--- src/rtl/drive_pkg.sv ---
// Shared types and constants for the line-following drive sequencer.
package drive_pkg;

  typedef enum logic [2:0] {
    IDLE       = 3'd0,
    TRACK      = 3'd1,
    BRAKE      = 3'd2,
    BACKUP     = 3'd3,
    WAIT_CLEAR = 3'd4,
    SEARCH     = 3'd5
  } state_t;

  typedef enum logic [2:0] {
    MODE_STOP        = 3'd0,
    MODE_FWD         = 3'd1,
    MODE_LEFT        = 3'd2,
    MODE_RIGHT       = 3'd3,
    MODE_SHARP_LEFT  = 3'd4,
    MODE_SHARP_RIGHT = 3'd5,
    MODE_BACK        = 3'd6
  } mode_t;

  // SIDE_NONE marks a line pattern that is not a turn and must not touch last_dir
  typedef enum logic [1:0] {
    SIDE_NONE  = 2'd0,
    SIDE_LEFT  = 2'd1,
    SIDE_RIGHT = 2'd2
  } side_t;

  localparam logic [1:0] DIR_COAST = 2'b00;
  localparam logic [1:0] DIR_FWD   = 2'b01;
  localparam logic [1:0] DIR_REV   = 2'b10;
  localparam logic [1:0] DIR_BRAKE = 2'b11;

endpackage

--- src/rtl/drive_sequencer_line_decode.sv ---
// Combinational map from tracker bits {left,mid,right} to a TRACK mode and turn side.
module line_decode
  import drive_pkg::*;
(
  input  logic [2:0] line,
  input  mode_t      prev_mode,
  output mode_t      mode,
  output side_t      turn_side
);

  // 101 and 000 carry no usable steering information, so the previous mode is held
  always_comb begin
    mode      = prev_mode;
    turn_side = SIDE_NONE;
    case (line)
      3'b010, 3'b111: mode = MODE_FWD;
      3'b110: begin
        mode      = MODE_LEFT;
        turn_side = SIDE_LEFT;
      end
      3'b100: begin
        mode      = MODE_SHARP_LEFT;
        turn_side = SIDE_LEFT;
      end
      3'b011: begin
        mode      = MODE_RIGHT;
        turn_side = SIDE_RIGHT;
      end
      3'b001: begin
        mode      = MODE_SHARP_RIGHT;
        turn_side = SIDE_RIGHT;
      end
      default: ;
    endcase
  end

endmodule

--- src/rtl/drive_sequencer.sv ---
// Drive sequencer FSM: line tracking, brake/backup/clear obstacle recovery.
// Define DRIVE_SEQUENCER_SEARCH_EN to enable lost-line SEARCH with timeout fault.
module drive_sequencer
  import drive_pkg::*;
#(
  parameter int BRAKE_CYC  = 1000,
  parameter int BACK_CYC   = 50000,
  parameter int CLEAR_CYC  = 2000,
  parameter int SEARCH_CYC = 200000
) (
  input  logic       clk,
  input  logic       rst_n,
  input  logic       start,
  input  logic [2:0] line,
  input  logic       stop,
  output logic [2:0] mode,
  output logic [1:0] left,
  output logic [1:0] right,
  output logic [2:0] state,
  output logic       fault
);

  localparam int MAX_AB  = (BRAKE_CYC > BACK_CYC) ? BRAKE_CYC : BACK_CYC;
  localparam int MAX_CS  = (CLEAR_CYC > SEARCH_CYC) ? CLEAR_CYC : SEARCH_CYC;
  localparam int MAX_CYC = (MAX_AB > MAX_CS) ? MAX_AB : MAX_CS;
  localparam int CNT_W   = (MAX_CYC > 1) ? $clog2(MAX_CYC) : 1;

  typedef logic [CNT_W-1:0] cnt_t;

  // Loads are CYC-1 because the exit fires on the cycle the counter reads zero
  localparam cnt_t BRAKE_LOAD  = cnt_t'(BRAKE_CYC - 1);
  localparam cnt_t BACK_LOAD   = cnt_t'(BACK_CYC - 1);
  localparam cnt_t CLEAR_LOAD  = cnt_t'(CLEAR_CYC - 1);
`ifdef DRIVE_SEQUENCER_SEARCH_EN
  localparam cnt_t SEARCH_LOAD = cnt_t'(SEARCH_CYC - 1);
`endif

  state_t state_q;
  mode_t  mode_q;
  side_t  last_dir;
  cnt_t   cnt;
  logic [1:0] left_q;
  logic [1:0] right_q;
  logic       fault_q;

  mode_t dec_mode;
  side_t dec_side;

  line_decode u_line_decode (
    .line      (line),
    .prev_mode (mode_q),
    .mode      (dec_mode),
    .turn_side (dec_side)
  );

  // Outputs are computed from the current state, so they trail the state by one cycle
  always_ff @(posedge clk) begin
    if (!rst_n) begin
      state_q  <= IDLE;
      cnt      <= '0;
      last_dir <= SIDE_LEFT;
      fault_q  <= 1'b0;
      mode_q   <= MODE_STOP;
      left_q   <= DIR_BRAKE;
      right_q  <= DIR_BRAKE;
    end else begin
      case (state_q)
        IDLE: begin
          mode_q  <= MODE_STOP;
          left_q  <= DIR_BRAKE;
          right_q <= DIR_BRAKE;
          if (start) begin
            state_q <= TRACK;
            cnt     <= '0;
            fault_q <= 1'b0;
          end
        end

        TRACK: begin
          mode_q  <= dec_mode;
          left_q  <= DIR_FWD;
          right_q <= DIR_FWD;
          if (dec_side != SIDE_NONE) last_dir <= dec_side;
          if (stop) begin
            state_q <= BRAKE;
            cnt     <= BRAKE_LOAD;
          end
`ifdef DRIVE_SEQUENCER_SEARCH_EN
          else if (line == 3'b000) begin
            state_q <= SEARCH;
            cnt     <= SEARCH_LOAD;
          end
`endif
        end

        BRAKE: begin
          mode_q  <= MODE_STOP;
          left_q  <= DIR_BRAKE;
          right_q <= DIR_BRAKE;
          if (cnt == '0) begin
            state_q <= BACKUP;
            cnt     <= BACK_LOAD;
          end else begin
            cnt <= cnt - cnt_t'(1);
          end
        end

        BACKUP: begin
          mode_q  <= MODE_BACK;
          left_q  <= DIR_REV;
          right_q <= DIR_REV;
          if (cnt == '0) begin
            state_q <= WAIT_CLEAR;
            cnt     <= CLEAR_LOAD;
          end else begin
            cnt <= cnt - cnt_t'(1);
          end
        end

        WAIT_CLEAR: begin
          mode_q  <= MODE_STOP;
          left_q  <= DIR_BRAKE;
          right_q <= DIR_BRAKE;
          if (stop) begin
            cnt <= CLEAR_LOAD;
          end else if (cnt == '0) begin
            state_q <= TRACK;
          end else begin
            cnt <= cnt - cnt_t'(1);
          end
        end

        // Entry into SEARCH is the only thing the build macro gates
        SEARCH: begin
          if (last_dir == SIDE_RIGHT) begin
            mode_q  <= MODE_SHARP_RIGHT;
            left_q  <= DIR_FWD;
            right_q <= DIR_REV;
          end else begin
            mode_q  <= MODE_SHARP_LEFT;
            left_q  <= DIR_REV;
            right_q <= DIR_FWD;
          end
          if (stop) begin
            state_q <= BRAKE;
            cnt     <= BRAKE_LOAD;
          end else if (line != 3'b000) begin
            state_q <= TRACK;
            cnt     <= '0;
          end else if (cnt == '0) begin
            state_q <= IDLE;
            fault_q <= 1'b1;
          end else begin
            cnt <= cnt - cnt_t'(1);
          end
        end

        default: begin
          state_q <= IDLE;
          cnt     <= '0;
          mode_q  <= MODE_STOP;
          left_q  <= DIR_BRAKE;
          right_q <= DIR_BRAKE;
        end
      endcase
    end
  end

  assign mode  = mode_q;
  assign left  = left_q;
  assign right = right_q;
  assign state = state_q;
  assign fault = fault_q;

endmodule

--- config.mk ---
export PLATFORM = sky130hd
export DESIGN_NAME = drive_sequencer
export DESIGN_NICKNAME = d
export VERILOG_FILES = /design/src/rtl/drive_pkg.sv /design/src/rtl/drive_sequencer_line_decode.sv /design/src/rtl/drive_sequencer.sv
export SDC_FILE = /design/constraint.sdc
export NUM_CORES = 1
export LEC_CHECK = 0
export CORE_MARGIN = 3
export CORE_UTILIZATION = 39
export CTS_CLUSTER_DIAMETER = 40
export DETAILED_ROUTE_END_ITERATION = 7
export GPL_ROUTABILITY_DRIVEN = 0
export HOLD_SLACK_MARGIN = 0.05
export MAX_ROUTING_LAYER = met4
export PLACE_DENSITY = 0.6
export SYNTH_ARGS = -nofsm -noshare
export SYNTH_HDL_FRONTEND = slang
export SYNTH_SLANG_ARGS = --single-unit
--- constraint.sdc ---
create_clock -name clk -period 2.95 [get_ports clk]
set_input_delay 0.4425 -clock clk [delete_from_list [all_inputs] [get_ports clk]]
set_output_delay 0.4425 -clock clk [all_outputs]
set_load 0.01 [all_outputs]
==> flow_summary.json <==
{
  "ios": 18,
  "synth-main-ff-cell": "dfxtp_1",
  "pre_cts_ws_ns": 0.394,
  "power_leakage_nw": 0.899,
  "critical_path_buf_inv_count": 1,
  "grt_first_pass_wirelength_um": 10200,
  "r2r_cells": 7,
  "die_y_um": 79.0,
  "avgSynthCellArea_um2": 7.63,
  "reg2reg_from": "state[2]",
  "criticalPathCategory": "flop to flop",
  "cts_setup_buffers": 0,
  "crit_required_ns": 3.12,
  "fin_tns_setup_ns": 0,
  "grt_usage_pct": 21.1,
  "coreArea_um2": 4940,
  "rsz0062_at_grt": "false",
  "yosys_warnings": 0,
  "crit_fanout": 18,
  "hold_end": "mode[0]",
  "dp_hpwl_um": 4310,
  "start_util_pct": 42.0,
  "post_drt_via_cell_ratio": 5.96,
  "synth_edf_count": 0,
  "min_path_type": "flop to flop",
  "clock_latency_ns": 0.28,
  "diodes": 0,
  "start_kind": "flop",
  "first_pass_iters": 5,
  "grt_pass1_vias": 2012,
  "grt_max_degree": 22,
  "hp-start": "mode[0]",
  "fillers": 512,
  "slew_headroom_pct": 55.0,
  "die_area_um2": 6230,
  "cts_tree": "yes",
  "drv_cap": 0,
  "powerDensity_nw_per_um2": 913,
  "synthesis.nets": 282,
  "min_period_over_period_pct": 80.5,
  "critPathLaunch": "state[2]",
  "nNetsFinal": 299,
  "portBuffers": 17,
  "cts_hold_buf": 0,
  "tightestPinTransition_ns": 0.671,
  "cp_slowest_cell": "dfxtp_1",
  "hold_path_depth": 2,
  "drc": 0,
  "setup_slack_ns": 0.576,
  "grt.overflow.total": 0,
  "antenna_found_initial": 0,
  "outcome": "finished clean",
  "syn_inst": 272,
  "drive_gt1_share_pct": 10.4,
  "setup_viol": 0,
  "cts_htree_levels": 2,
  "rrSetupSlack_ns": 0.58,
  "drt_iter0_drc": 219,
  "fin_skew_ns": 0.00438,
  "crit_chain": "ha_1 -> inv_1 -> a311oi_1 -> a311oi_1 -> a21oi_1 -> o21ai_0 -> a21oi_1",
  "ys_types": 61,
  "clk_pin_slew_worst_paths_ns": 0.07,
  "vias": 2120,
  "cpLargestDelayFamily": "compound AO/OA/AOI/OAI gates",
  "routedWlPerCell_um": 16.6,
  "timing.hold.ws_ns": 0.463,
  "irDropWorstVdd_mv": 0.350,
  "finalHoldViolCount": 0,
  "area_growth_pct": 15.0,
  "drt-total-wl_um": 5910,
  "numCtsBuffers": 5,
  "slowest_delay_ns": 0.68,
  "chipWidth_um": 79.0,
  "worst_ep_arrival_time_ns": 2.54,
  "slew_violations": 0,
  "synthArstFlopShare_pct": 0,
  "fp-row-count": 25,
  "clock.fmax_ghz": 0.421,
  "yosysSeqAreaShare_pct": 29.9,
  "end_kind": "flop",
  "finalCriticalPeriod_ns": 2.37,
  "synthesis.area_um2": 2080,
  "clock-root-buffer": "clkbuf_8",
  "cts_max_path_buffers": 2,
  "synth-seq-cells": 31,
  "cts-resized-gates": 0,
  "r2r_end": "cnt[12]",
  "clkSinkCount": 31,
  "ant_nets": 0
}
==> layout by cell type (no fill, tap or decap), drive strengths merged, types with 2 or more instances in the layout <==
cell,count
a21o,2
a21oi,27
a221oi,2
a311oi,2
a31oi,4
a32oi,2
and2,4
and2b,3
and3,3
buf,6
clkbuf,6
clkdlybuf4s50,17
dfxtp,31
ha,3
inv,8
mux2i,5
nand2,32
nand2b,6
nand3,7
nand4,2
nor2,28
nor2b,2
nor3,10
nor3b,2
nor4,6
o211a,2
o211ai,3
o21a,2
o21ai,24
o22ai,5
o2bb2ai,2
o31ai,7
o32ai,2
or3,4
or4,3
xnor2,3
==> state kept, by name, indices dropped and copies added, names as in the netlist <==
register	cells
right	2
left	2
last_dir	2
mode	3
fault	1
cnt	18
state	3
==> Yosys cell counts (3+ instances only) <==
library cell,n,area (µm²)
o211ai_1,3,22.5
nor3_1,9,45.0
clkbuf_1,9,33.8
nor2_1,26,97.6
inv_1,8,30.0
nand2_1,31,116
dfxtp_1,31,621
nand2b_1,6,37.5
nor4_1,4,25.0
ha_1,3,37.5
o21ai_0,19,95.1
and2b_2,3,26.3
a31oi_1,4,25.0
mux2i_1,5,50.1
o31ai_1,7,52.6
o22ai_1,5,31.3
or3_1,3,18.8
o21ai_1,5,25.0
and3_1,3,18.8
and2_1,3,18.8
nand3_1,6,30.0
xnor2_1,3,26.3
a21oi_1,26,130
==> area by class of cell <==
| type | instances | area (µm²) | area share [%] |
|---|---|---|---|
| repair buffers | 23 | 215 | 9.01 |
| clock inverters | 1 | 5.00 | 0.210 |
| inverters | 8 | 30.0 | 1.26 |
| multi-input cells | 220 | 1350 | 56.6 |
| clock buffers | 6 | 82.6 | 3.46 |
| well taps | 67 | 83.8 | 3.51 |
| flip-flops and latches | 31 | 621 | 26.0 |
==> logic make-up after synthesis <==
family	synth area share, %
AOI/OAI and AO/OA	29.2
xor gates and xnor gates	1.27
muxes	2.41
buffers and inverters	5.06
and+or+nand+nor	30.3
DFF	29.9
adders and majority gates	1.81
==> metrics by stage <==
stage | util (%) | instance area [µm²] | total power, W | std cells
global route | 48.3 | 2390 | 0.00234 | 356
detailed placement | 46.5 | 2300 | 0.00181 | 349
global placement | 46.5 | 2300 | 0.00181 | 349
CTS | 48.3 | 2390 | 0.00217 | 356
finish | 48.3 | 2390 | 0.00218 | 356
floorplan | - | 2080 | 0.00146 | 272
==> per-layer routing <==
| layer | part of all wire [%] | GRT usage, % |
|---|---|---|
| met4 | 1.3 | 7.22 |
| met1 | 49 | 29.6 |
| met5 | 0 | - |
| met3 | 5.8 | 4.65 |
| met2 | 43 | 29.8 |
==> worst max path at each step <==
| stage | end | slack (ns) | cells after the start |
|---|---|---|---|
| 2_1_floorplan | cnt[0] | 0.86 | 9 |
| 3_3_place_gp | cnt[12] | 0.39 | 7 |
| 3_5_place_dp | cnt[12] | 0.39 | 7 |
| 4_1_cts | cnt[12] | 0.63 | 7 |
| 5_1_grt | cnt[11] | 0.39 | 6 |
| 6_report | cnt[12] | 0.58 | 7 |
==> power by group <==
part,internal [W],leakage [nW],switching [W]
clock,0.000183,0.0470,0.000160
sequential,0.000477,0.252,0.0000733
combinational,0.000481,0.600,0.000807
total,0.00114,0.899,0.00104
==> tightest hold or removal path: stages (launching register included) <==
cell     delay [ns]
dfxtp_1        0.31
nand2_1        0.05
a21oi_1        0.05
No activity file was read; power rests on OpenSTA's default activity.
